[src/rtl/washer_pkg.sv]
// Shared constants for the washer input-conditioning slice: channel
// indices into the raw pin vector and per-channel reset values.
package washer_pkg;

    localparam int NCH        = 6;
    localparam int CH_START   = 0;
    localparam int CH_DOOR    = 1;
    localparam int CH_FULL    = 2;
    localparam int CH_DRAINED = 3;
    localparam int CH_DRY     = 4;
    localparam int CH_CANCEL  = 5;

    // Door resets to "open" so the controller never sees a closed door by default
    localparam logic DOOR_RST_VAL = 1'b1;

    // Reset value of a channel's debounced stable bit
    function automatic logic chan_rst_val(input int ch);
        return (ch == CH_DOOR) ? DOOR_RST_VAL : 1'b0;
    endfunction

endpackage

[src/rtl/washer_input_cond_if.sv]
// Pin/controller bundle for washer_input_cond: raw washer pins in,
// clean level/pulse controller inputs and the sensor plausibility flag out.
interface washer_input_cond_if;
    import washer_pkg::*;

    logic [NCH-1:0] raw_in;
    logic           start;
    logic           door_open;
    logic           water_full;
    logic           drained;
    logic           dry_sensor;
    logic           cancel;
    logic           sensor_err;

    // Pin side: drives the raw pins, observes the conditioned outputs
    modport master (
        output raw_in,
        input  start, door_open, water_full, drained, dry_sensor, cancel, sensor_err
    );

    // Conditioning block side
    modport slave (
        input  raw_in,
        output start, door_open, water_full, drained, dry_sensor, cancel, sensor_err
    );

endinterface

[src/rtl/washer_debounce.sv]
// One washer input channel: synchroniser chain, consecutive-sample
// debounce counter and the accepted (stable) level.
module washer_debounce #(
    parameter int   SYNC_STAGES     = 2,
    parameter int   DEBOUNCE_CYCLES = 16,
    parameter logic RST_VAL         = 1'b0
) (
    input  logic clk,
    input  logic rst,
    input  logic i_raw,
    output logic o_stable
);

    localparam int CNT_W = $clog2(DEBOUNCE_CYCLES + 1);
    localparam logic [CNT_W-1:0] CNT_LAST = CNT_W'(DEBOUNCE_CYCLES - 1);

    logic [SYNC_STAGES-1:0] r_sync;
    logic [CNT_W-1:0]       r_cnt;
    logic                   r_stable;
    logic                   w_s;

    assign w_s      = r_sync[SYNC_STAGES-1];
    assign o_stable = r_stable;

    // Shift the asynchronous pin through the synchroniser chain
    always_ff @(posedge clk) begin
        if (rst) begin
            r_sync <= '0;
        end else begin
            r_sync <= {r_sync[SYNC_STAGES-2:0], i_raw};
        end
    end

    // Accept a new level only after DEBOUNCE_CYCLES consecutive disagreeing samples
    always_ff @(posedge clk) begin
        if (rst) begin
            r_cnt    <= '0;
            r_stable <= RST_VAL;
        end else if (w_s == r_stable) begin
            r_cnt    <= '0;
        end else if (r_cnt == CNT_LAST) begin
            r_stable <= w_s;
            r_cnt    <= '0;
        end else begin
            r_cnt    <= r_cnt + CNT_W'(1);
        end
    end

endmodule

[src/rtl/washer_input_cond.sv]
// Input conditioning in front of the washer controller FSM: six debounced
// channels, start/cancel request shaping and a water_full+drained
// plausibility flag.
// Optional build macro WASHER_IN_EDGE_EN turns start/cancel into one-cycle
// rising-edge pulses (start gated by open door, cancel wins over start);
// without it they are plain debounced levels.
module washer_input_cond
    import washer_pkg::*;
#(
    parameter int SYNC_STAGES     = 2,
    parameter int DEBOUNCE_CYCLES = 16
) (
    input  logic                      clk,
    input  logic                      rst,
    washer_input_cond_if.slave        io_pins
);

    logic [NCH-1:0] w_stable;
    logic           r_sensor_err;

    for (genvar g = 0; g < NCH; g++) begin : g_ch
        washer_debounce #(
            .SYNC_STAGES    (SYNC_STAGES),
            .DEBOUNCE_CYCLES(DEBOUNCE_CYCLES),
            .RST_VAL        (chan_rst_val(g))
        ) u_db (
            .clk     (clk),
            .rst     (rst),
            .i_raw   (io_pins.raw_in[g]),
            .o_stable(w_stable[g])
        );
    end

    // Flag a full tank that also reads drained; follows the stable bits by one edge
    always_ff @(posedge clk) begin
        if (rst) begin
            r_sensor_err <= 1'b0;
        end else begin
            r_sensor_err <= w_stable[CH_FULL] & w_stable[CH_DRAINED];
        end
    end

    assign io_pins.door_open  = w_stable[CH_DOOR];
    assign io_pins.water_full = w_stable[CH_FULL];
    assign io_pins.drained    = w_stable[CH_DRAINED];
    assign io_pins.dry_sensor = w_stable[CH_DRY];
    assign io_pins.sensor_err = r_sensor_err;

`ifdef WASHER_IN_EDGE_EN
    logic r_start_prev;
    logic r_cancel_prev;
    logic r_start_pulse;
    logic r_cancel_pulse;
    logic w_start_rise;
    logic w_cancel_rise;

    // Detect rising edges of the debounced start/cancel levels
    always_comb begin
        w_start_rise  = w_stable[CH_START]  & ~r_start_prev;
        w_cancel_rise = w_stable[CH_CANCEL] & ~r_cancel_prev;
    end

    // Registered request pulses: cancel has priority, start is ignored with the door open
    always_ff @(posedge clk) begin
        if (rst) begin
            r_start_prev   <= 1'b0;
            r_cancel_prev  <= 1'b0;
            r_start_pulse  <= 1'b0;
            r_cancel_pulse <= 1'b0;
        end else begin
            r_start_prev   <= w_stable[CH_START];
            r_cancel_prev  <= w_stable[CH_CANCEL];
            r_cancel_pulse <= w_cancel_rise;
            r_start_pulse  <= w_start_rise & ~w_cancel_rise & ~w_stable[CH_DOOR];
        end
    end

    assign io_pins.start  = r_start_pulse;
    assign io_pins.cancel = r_cancel_pulse;
`else
    assign io_pins.start  = w_stable[CH_START];
    assign io_pins.cancel = w_stable[CH_CANCEL];
`endif

endmodule

[src/flat_wrapper.sv]
// flat-port wrapper written by rule: the top's interface ports become plain ports
module washer_input_cond_flat import washer_pkg::*;
#(
    parameter int SYNC_STAGES     = 2,
    parameter int DEBOUNCE_CYCLES = 16
)
  (clk, rst, io_pins_raw_in, io_pins_start, io_pins_door_open, io_pins_water_full, io_pins_drained, io_pins_dry_sensor, io_pins_cancel, io_pins_sensor_err);
  washer_input_cond_if io_pins_i ();
  input  logic clk;
  input  logic rst;
  input wire logic [$bits(io_pins_i.raw_in)-1:0] io_pins_raw_in;
  output wire logic [$bits(io_pins_i.start)-1:0] io_pins_start;
  output wire logic [$bits(io_pins_i.door_open)-1:0] io_pins_door_open;
  output wire logic [$bits(io_pins_i.water_full)-1:0] io_pins_water_full;
  output wire logic [$bits(io_pins_i.drained)-1:0] io_pins_drained;
  output wire logic [$bits(io_pins_i.dry_sensor)-1:0] io_pins_dry_sensor;
  output wire logic [$bits(io_pins_i.cancel)-1:0] io_pins_cancel;
  output wire logic [$bits(io_pins_i.sensor_err)-1:0] io_pins_sensor_err;
  assign io_pins_i.raw_in = io_pins_raw_in;
  assign io_pins_start = io_pins_i.start;
  assign io_pins_door_open = io_pins_i.door_open;
  assign io_pins_water_full = io_pins_i.water_full;
  assign io_pins_drained = io_pins_i.drained;
  assign io_pins_dry_sensor = io_pins_i.dry_sensor;
  assign io_pins_cancel = io_pins_i.cancel;
  assign io_pins_sensor_err = io_pins_i.sensor_err;
  washer_input_cond #(.SYNC_STAGES(SYNC_STAGES), .DEBOUNCE_CYCLES(DEBOUNCE_CYCLES)) u_core (.clk(clk), .rst(rst), .io_pins(io_pins_i));
endmodule
[config.mk]
export PLATFORM = sky130hd
export DESIGN_NAME = washer_input_cond_flat
export DESIGN_NICKNAME = d
export VERILOG_FILES = /design/src/rtl/washer_pkg.sv /design/src/rtl/washer_input_cond_if.sv /design/src/rtl/washer_debounce.sv /design/src/rtl/washer_input_cond.sv /design/src/flat_wrapper.sv
export SDC_FILE = /design/constraint.sdc
export NUM_CORES = 1
export LEC_CHECK = 0
export CORE_ASPECT_RATIO = 0.5
export CORE_UTILIZATION = 50
export DETAILED_ROUTE_END_ITERATION = 10
export HOLD_SLACK_MARGIN = 0.02
export PLACE_DENSITY = 0.7
export SLEW_MARGIN = 10
export SYNTH_ARGS = -nofsm -noshare
export SYNTH_HDL_FRONTEND = slang
export SYNTH_SLANG_ARGS = --single-unit
[constraint.sdc]
create_clock -name clk -period 1.8 [get_ports clk]
set_input_delay 0.36 -clock clk [delete_from_list [all_inputs] [get_ports clk]]
set_output_delay 0.36 -clock clk [all_outputs]
set_load 0.03 [all_outputs]
==> results.sh, run 1 <==
export IMPL_status="finished, final reports clean"
export IMPL_end_kind="output port"
export IMPL_max_freq_mhz=572
export IMPL_avgSynthCellArea_um2=10.6
export IMPL_internal_power_mw=1.42
export IMPL_grt_first_pass_wirelength_um=4030
export IMPL_final_common_cell="dfxtp_1"
export IMPL_wl_per_cell_um=9.81
export IMPL_cts_root_buf="clkbuf_8"
export IMPL_cp_cell_sequence="clkdlybuf4s50_1"
export IMPL_setup_viol=0
export IMPL_via_count=1063
export IMPL_max_stage_delay_ps=700
export IMPL_synth_fp_nets=187
export IMPL_worst_slew_pin_slew_ps=307
export IMPL_hold_class="reg2reg"
export IMPL_final_cell_mix="dfxtp_1 (49), nor2_1 (36), clkdlybuf4s50_1 (14), nor2b_1 (13)"
export IMPL_seq_area_um2=981
export IMPL_synth_seq_cells=49
export IMPL_p_switching_mw=0.385
export IMPL_start_util_pct=55.6
export IMPL_routed_via_density=4.50
export IMPL_drive_above_1_share_pct=7.45
export IMPL_core_area_um2=3170
export IMPL_drc_errors=0
export IMPL_synth_cell_types=15
export IMPL_post_route_period_util_pct=97.1
export IMPL_yosysWarnings=0
export IMPL_clockBufferDepth=2
export IMPL_wirelength_um=2320
export IMPL_ys_seq_area_share_pct=55.6
export IMPL_power_total_mw=1.80
export IMPL_hold_buffers=0
export IMPL_peakVddDrop_v=0.000390
export IMPL_numClockSinks=49
export IMPL_die_w_um=86.0
export IMPL_drtPass1Iterations=4
export IMPL_pin_count=15
export IMPL_share_seq_of_total_power_pct=61.9
export IMPL_n_antenna_cell=0
export IMPL_critPathTopFamily="buffers and inverters"
export IMPL_critPathSlowestCell="clkdlybuf4s50_1"
export IMPL_finalHoldViolCount=0
export IMPL_gp_congestion=0.727
export IMPL_rsz0062_at_grt="no"
export IMPL_post_place_ws_ps=221
export IMPL_drv_cap=0
export IMPL_clock_latency_ps=290
export IMPL_num_fill_cells=270
export IMPL_cp_start_kind="flop"
export IMPL_min_period_ps=1750
export IMPL_cp_arrival_ps=1390
export IMPL_leakage_nw=0.782
export IMPL_power_density_nw_per_um2=877
export IMPL_clockPowerShare_pct=34.5
export IMPL_postCtsSetupBuffers=0
export IMPL_fin_ws_ps=51.6
export IMPL_gr_usage_all_layers_pct=14.6
export IMPL_r2r_slack_ps=240
export IMPL_netSwitchingFraction_pct=21.3
export IMPL_drv_slew=0
export IMPL_pwr_share_comb_pct=3.6
export IMPL_areaGrowthSynthToFinish_pct=16.5
export IMPL_max_slew_margin_pct=79.5
export IMPL_timing_hold_ws_ps=444
export IMPL_grt_start_max_net_pins=26
export IMPL_io_buffer_count=14
export IMPL_cts_tree="done"
export IMPL_antenna_found_initial=0
export IMPL_rows=14
export IMPL_utilization_pct=64.8
export IMPL_post_cts_resized=0
export IMPL_drt_iter0_drc=30
export IMPL_layout_nets=207
export IMPL_path_class="reg2out"
export IMPL_overflow=0
export IMPL_clkTransAtPathRegs_ps=80
export IMPL_synth_area_um2=1760
export IMPL_cp_max_fo=4
export IMPL_drtAntennaViolNets=0
export IMPL_die_y_um=44
export IMPL_cts_htree_levels=2
export IMPL_worstPathRequired_ps=1440
export IMPL_tns_ps=0
export IMPL_multi_input_area_um2=722
export IMPL_hpwlAfterDp_um=1640
export IMPL_numCtsBuffers=5
export IMPL_critPathBufInv=1
export IMPL_synth_cells=167
export IMPL_dieArea_um2=3780
export IMPL_grt_pass1_vias=970
export IMPL_finClkSkew_ps=2.86
## final cells by class
cell class	instances	area share, %
Sequential cell	49	47.7
Multi-Input combinational cell	104	35.1
Timing Repair Buffer	15	7.79
Clock buffer	6	3.53
Tap cell	48	2.92
Inverter	12	2.19
Clock inverter	2	0.730
## kinds of logic after synthesis
logic type               count (synthesis)  share of synthesized area, %
XOR/XNOR                                18                          8.94
AND/OR/NAND/NOR                         68                          20.1
multiplexers                             5                          2.84
buffers and inverters                   14                          3.47
AO/OA/AOI/OAI                            1                         0.497
flip-flops                              49                          55.6
adder cells (fa/ha/maj)                 12                          8.51
## power groups by stage
| stage | clock [mW] | combinational, mW | sequential (mW) |
|---|---|---|---|
| after floorplan | 0 | 0.0411 | 1.14 |
| after global placement | 0 | 0.0646 | 1.14 |
| after detailed placement | 0 | 0.0661 | 1.14 |
| after CTS | 0.653 | 0.0668 | 1.12 |
| after global routing | 0.696 | 0.0736 | 1.12 |
| final | 0.622 | 0.0651 | 1.12 |
## cell usage after synthesis
cell,number,area (µm²)
dfxtp_1,49,981
nor2b_1,13,81.3
or3_4,6,67.6
nor2_1,36,135
nand3_1,6,30.0
buf_6,1,11.3
xnor2_1,12,105
a211o_1,1,8.76
and3_1,6,37.5
buf_2,1,5.00
mux2i_1,5,50.1
inv_1,12,45.0
ha_1,12,150
xor2_1,6,52.6
nand2_1,1,3.75
## layer usage
metal	track usage (%)	up-vias	wire length (µm)
met2	24.1	15	1020
met1	17.1	475	1160
li1	-	568	-
met4	7.00	0	30
met5	0	-	0
met3	5.71	5	106
## worst paths after layout
| kind | from | endpoint | cells after the start |
|---|---|---|---|
| max | u_core.g_ch[3].u_db.o_stable | io_pins_drained | 1 |
| min | u_core.g_ch[5].u_db.r_cnt[0] | u_core.g_ch[5].u_db.r_cnt[0] | 1 |
| min reg2reg | u_core.g_ch[5].u_db.r_cnt[0] | u_core.g_ch[5].u_db.r_cnt[0] | 1 |
| max reg2reg | u_core.g_ch[1].u_db.r_cnt[0] | u_core.g_ch[1].u_db.r_cnt[2] | 5 |
## stage by stage
stage	area (µm²)	std cells
floorplan	1760	167
global placement	1970	228
detailed placement	1970	228
CTS	2060	236
global route	2060	236
finish	2060	236
## registers in the layout, indices dropped and copies added, names as in the netlist
register / count
u_core.g_ch.u_db.r_cnt: 30
u_core.g_ch.u_db.r_sync: 12
u_core.g_ch.u_db.o_stable: 6
u_core.io_pins.sensor_err: 1
Note: power is estimated with default switching activity, not from simulation.
==> inputs of run 2 (changes only) <==
--- a/config.mk
+++ b/config.mk
@@ -9,7 +9,7 @@
 export CORE_UTILIZATION = 50
 export DETAILED_ROUTE_END_ITERATION = 10
 export HOLD_SLACK_MARGIN = 0.02
-export PLACE_DENSITY = 0.7
+export PLACE_DENSITY_LB_ADDON = 0.12
 export SLEW_MARGIN = 10
 export SYNTH_ARGS = -nofsm -noshare
 export SYNTH_HDL_FRONTEND = slang
==> run 2 against run 1 <==
Effect of this change: global-route usage down 0.76 points; wire length shrank 4.7%; sequential share of layout area about the same; non-clock buffer count did not move; sequential power hardly changed; clock skew is essentially flat; total power down 0.82%; via count down 0.38%; first-iteration DRC count rose by 53%; critical path depth stayed put; maximum frequency up 0.13%; clock power fell by 2%; critical path type unchanged; critical endpoint is now io_pins_water_full; largest power group unchanged.
==> results.sh, run 2 (same netlist as run 1, synthesis figures left out) <==
export IMPL_worstPathRequired_ps=1440
export IMPL_utilization_pct=64.8
export IMPL_top_layer="met4"
export IMPL_cp_max_fo=4
export IMPL_cp_cell_sequence="clkdlybuf4s50_1"
export IMPL_dieArea_um2=3780
export IMPL_gp_congestion=0.701
export IMPL_drc_errors=0
export IMPL_r2r_slack_ps=240
export IMPL_largest_reg_flops=30
export IMPL_rr_endpoint="u_core.g_ch[1].u_db.r_cnt[3]"
export IMPL_wirelength_um=2210
export IMPL_start_util_pct=55.6
export IMPL_hpwlAfterDp_um=1630
export IMPL_rows=14
export IMPL_num_fill_cells=256
export IMPL_peakVddDrop_v=0.000525
export IMPL_critPathBufInv=1
export IMPL_overflow=0
export IMPL_drv_slew=0
export IMPL_final_cell_mix="dfxtp_1 (49), nor2_1 (36), clkdlybuf4s50_1 (14), nor2b_1 (13)"
export IMPL_status="finished, final reports clean"
export IMPL_clockBufferDepth=2
export IMPL_critPathSlowestCell="clkdlybuf4s50_1"
export IMPL_max_flop_register="u_core.g_ch.u_db.r_cnt"
export IMPL_wl_per_cell_um=9.35
export IMPL_drt_iter0_drc=46
export IMPL_cp_arrival_ps=1390
export IMPL_postCtsSetupBuffers=0
export IMPL_timing_rr_start="u_core.g_ch[1].u_db.r_cnt[0]"
export IMPL_seq_area_um2=981
export IMPL_finClkSkew_ps=2.65
export IMPL_hold_buffers=0
export IMPL_worst_slew_pin_slew_ps=310
export IMPL_end_kind="output port"
export IMPL_max_slew_margin_pct=79.3
export IMPL_finalHoldViolCount=0
export IMPL_met3_length_um=109
export IMPL_clock_latency_ps=290
export IMPL_final_common_cell="dfxtp_1"
export IMPL_critPathTopFamily="buffers and inverters"
export IMPL_core_area_um2=3170
export IMPL_via_count=1059
export IMPL_grt_start_max_net_pins=26
export IMPL_path_class="reg2out"
export IMPL_grt_pass1_vias=967
export IMPL_power_density_nw_per_um2=870
export IMPL_post_cts_resized=0
export IMPL_drive_above_1_share_pct=7.98
export IMPL_min_period_ps=1750
export IMPL_cp_start_kind="flop"
export IMPL_pin_count=15
export IMPL_antenna_found_initial=0
export IMPL_numClockSinks=49
export IMPL_die_w_um=86.0
export IMPL_grt_first_pass_wirelength_um=3850
export IMPL_reg2regPathDepth=5
export IMPL_areaGrowthSynthToFinish_pct=16.5
export IMPL_cts_htree_levels=2
export IMPL_drtAntennaViolNets=0
export IMPL_min_delay_start="u_core.g_ch[2].u_db.r_sync[0]"
export IMPL_numCtsBuffers=5
export IMPL_leakage_nw=0.788
export IMPL_cts_root_buf="clkbuf_8"
export IMPL_max_stage_delay_ps=700
export IMPL_drtPass1Iterations=4
export IMPL_tns_ps=0
export IMPL_clkTransAtPathRegs_ps=80
export IMPL_layout_nets=207
export IMPL_holdPathEnd="u_core.g_ch[2].u_db.r_sync[1]"
export IMPL_cts_tree="done"
export IMPL_rsz0062_at_grt="no"
export IMPL_multi_input_area_um2=722
export IMPL_wl_met2_um=1000
export IMPL_met1_length_um=1080
export IMPL_routed_via_density=4.49
export IMPL_post_route_period_util_pct=97.0
export IMPL_max_freq_mhz=573
export IMPL_n_antenna_cell=0
export IMPL_setup_viol=0
export IMPL_die_y_um=44
export IMPL_io_buffer_count=14
export IMPL_gr_usage_all_layers_pct=13.9
export IMPL_drv_cap=0
export IMPL_holdPathStages=1
export IMPL_hold_class="reg2reg"
==> run 2: cell count changes in the layout (fill, tap and decap cells not counted), sizes merged <==
cell and delta:
clkbuf -1, clkinv +2, clkinvlp -1
==> run 2: worst max path at each step <==
stage | endpoint | cells past startpoint | from
2_1_floorplan | u_core.g_ch[1].u_db.r_cnt[2] | 5 | u_core.g_ch[1].u_db.r_cnt[0]
3_3_place_gp | u_core.g_ch[0].u_db.r_cnt[3] | 4 | rst
3_5_place_dp | u_core.g_ch[1].u_db.r_cnt[3] | 4 | rst
4_1_cts | io_pins_water_full | 1 | u_core.g_ch[2].u_db.o_stable
5_1_grt | io_pins_water_full | 1 | u_core.g_ch[2].u_db.o_stable
6_report | io_pins_water_full | 1 | u_core.g_ch[2].u_db.o_stable
==> run 2: where the power goes <==
part	switching, mW	leakage [nW]	internal [mW]
combinational	0.0258	0.346	0.0393
sequential	0.0105	0.398	1.10
clock	0.339	0.0439	0.268
==> run 2: layer usage <==
layer,vias to the layer above,track usage [%]
met5,-,0
met4,0,6.00
met3,2,7.05
met2,12,22.2
met1,479,15.9
li1,566,-
==> run 2: final cells by class <==
cell class,instances,share of cell area [%]
clock buffer,5,3.35
clock inverter,3,0.853
inverter,12,2.19
multi-input combinational,104,35.1
sequential,49,47.7
tap,48,2.92
timing repair buffer,15,7.80
==> run 2: per-stage QoR <==
| step | area (µm²) | cells | hold WS [ps] | total power [mW] | setup slack (ps) |
|---|---|---|---|---|---|
| after floorplan | 1760 | 167 | 414 | 1.18 | 345 |
| after global placement | 1970 | 228 | 418 | 1.20 | 250 |
| after detailed placement | 1970 | 228 | 421 | 1.21 | 221 |
| after CTS | 2050 | 236 | 442 | 1.82 | 32.5 |
| after global routing | 2050 | 236 | 462 | 1.88 | 2.50 |
| final | 2050 | 236 | 442 | 1.79 | 54.0 |
==> inputs of run 3 (changes only) <==
--- a/config.mk
+++ b/config.mk
@@ -7,6 +7,7 @@
 export LEC_CHECK = 0
 export CORE_ASPECT_RATIO = 0.5
 export CORE_UTILIZATION = 50
+export CTS_BUF_LIST = sky130_fd_sc_hd__clkbuf_4
 export DETAILED_ROUTE_END_ITERATION = 10
 export HOLD_SLACK_MARGIN = 0.02
 export PLACE_DENSITY_LB_ADDON = 0.12
==> run 3 against run 2 <==
Effect of this change: maximum frequency is 1.0% higher; clock-buffer cell count unchanged; critical path depth did not move; largest cell class unchanged; utilization fell by 1.2 points; wire length up 0.73%; critical path type unchanged; sequential power about the same.
==> results.sh, run 3 (same netlist as run 1, synthesis figures left out) <==
export IMPL_status="finished, final reports clean"
export IMPL_areaGrowthSynthToFinish_pct=14.3
export IMPL_peakVddDrop_v=0.000500
export IMPL_worstPathRequired_ps=1440
export IMPL_rsz0062_at_grt="no"
export IMPL_fin_area_um2=2020
export IMPL_clkTransAtPathRegs_ps=130
export IMPL_largest_reg_flops=30
export IMPL_finalHoldViolCount=0
export IMPL_gr_usage_all_layers_pct=13.9
export IMPL_path_class="reg2out"
export IMPL_p_switching_mw=0.371
export IMPL_cp_start_kind="flop"
export IMPL_final_cell_mix="dfxtp_1 (49), nor2_1 (36), nor2b_1 (13)"
export IMPL_hold_class="reg2reg"
export IMPL_postCtsSetupBuffers=0
export IMPL_drv_cap=0
export IMPL_max_freq_mhz=579
export IMPL_pwr_share_comb_pct=3.9
export IMPL_top_layer="met4"
export IMPL_instances_no_fill=236
export IMPL_numClockSinks=49
export IMPL_tns_ps=0
export IMPL_n_antenna_cell=0
export IMPL_r2r_slack_ps=230
export IMPL_wl_per_cell_um=9.42
export IMPL_finClkSkew_ps=6.05
export IMPL_internal_power_mw=1.29
export IMPL_netSwitchingFraction_pct=22.3
export IMPL_dp_cells=228
export IMPL_worst_slew_pin_slew_ps=301
export IMPL_power_total_mw=1.66
export IMPL_placed_cell_area_um2=1970
export IMPL_via_count=1064
export IMPL_critPathSlowestCell="clkdlybuf4s50_1"
export IMPL_wirelength_um=2220
export IMPL_drt_iter0_drc=19
export IMPL_power_density_nw_per_um2=825
export IMPL_cp_arrival_ps=1370
export IMPL_antenna_found_initial=0
export IMPL_max_flop_register="u_core.g_ch.u_db.r_cnt"
export IMPL_routed_via_density=4.51
export IMPL_num_fill_cells=262
export IMPL_die_y_um=44
export IMPL_share_seq_of_total_power_pct=67.1
export IMPL_rows=14
export IMPL_dieArea_um2=3780
export IMPL_gp_congestion=0.701
export IMPL_drive_above_1_share_pct=7.98
export IMPL_hpwlAfterDp_um=1630
export IMPL_cts_root_buf="clkbuf_4"
export IMPL_met1_length_um=1110
export IMPL_drtPass1Iterations=4
export IMPL_numCtsBuffers=5
export IMPL_clockPowerShare_pct=29.0
export IMPL_max_stage_delay_ps=660
export IMPL_min_period_ps=1730
export IMPL_post_route_period_util_pct=96.0
export IMPL_met3_length_um=106
export IMPL_drc_errors=0
export IMPL_start_util_pct=55.6
export IMPL_clock_latency_ps=370
export IMPL_max_slew_margin_pct=79.8
export IMPL_drv_slew=0
export IMPL_io_buffer_count=14
export IMPL_cts_tree="done"
export IMPL_cts_htree_levels=2
export IMPL_drtAntennaViolNets=0
export IMPL_grt_first_pass_wirelength_um=3850
export IMPL_overflow=0
export IMPL_end_kind="output port"
export IMPL_critPathTopFamily="buffers and inverters"
export IMPL_cp_cell_sequence="clkdlybuf4s50_1"
export IMPL_leakage_nw=0.798
export IMPL_wl_met2_um=959
export IMPL_grt_start_max_net_pins=26
export IMPL_clockBufferDepth=2
export IMPL_final_common_cell="dfxtp_1"
export IMPL_core_area_um2=3170
export IMPL_setup_viol=0
export IMPL_pin_count=15
export IMPL_die_w_um=86.0
export IMPL_layout_nets=207
export IMPL_cp_max_fo=1
export IMPL_critPathBufInv=1
export IMPL_grt_pass1_vias=957
## run 3: changes by cell type in the layout (fill, tap and decap cells not counted)
cell / change
dlygate4sd2_1: +6
clkdlybuf4s50_1: -6
clkbuf_4: +5
clkbuf_8: -5
## run 3: power groups by stage
stage	logic (mW)	clock network (mW)	registers, mW
2_1_floorplan	0.0411	0	1.14
3_3_place_gp	0.0644	0	1.14
3_5_place_dp	0.0662	0	1.14
4_1_cts	0.0664	0.507	1.12
5_1_grt	0.0733	0.551	1.12
6_report	0.0653	0.482	1.12
## run 3: cell type report
cell class | instances | area (µm²) | area share (%)
well taps | 48 | 60.1 | 2.98
multi-input cells | 104 | 722 | 35.8
repair buffers | 15 | 153 | 7.57
flip-flops and latches | 49 | 981 | 48.7
clock inverters | 3 | 17.5 | 0.869
clock buffers | 5 | 37.5 | 1.86
inverters | 12 | 45.0 | 2.23
## run 3: metrics by stage
stage	setup WS, ps	hold slack (ps)	utilization, %
floorplan	345	414	-
global placement	250	418	62.1
detailed placement	221	421	62.1
CTS	39.6	451	63.6
global route	16.1	459	63.6
finish	71.7	450	63.6
## run 3: timing repair
action                     4_1_cts  5_1_grt
setup endpoints to repair        6        0
hold buffers                     0        0
resized for setup                6        0
## run 3: worst paths after layout
path,cells past startpoint,end,start
max,1,io_pins_sensor_err,u_core.io_pins.sensor_err
min,1,u_core.g_ch[0].u_db.r_cnt[0],u_core.g_ch[0].u_db.r_cnt[0]
max reg2reg,5,u_core.g_ch[1].u_db.r_cnt[3],u_core.g_ch[1].u_db.r_cnt[0]
min reg2reg,1,u_core.g_ch[0].u_db.r_cnt[0],u_core.g_ch[0].u_db.r_cnt[0]
## run 3: per-layer routing
metal | up-vias | GRT usage [%]
met3 | 6 | 6.48
met1 | 477 | 15.5
met2 | 13 | 22.5
met4 | 0 | 8.00
li1 | 568 | -
met5 | - | 0
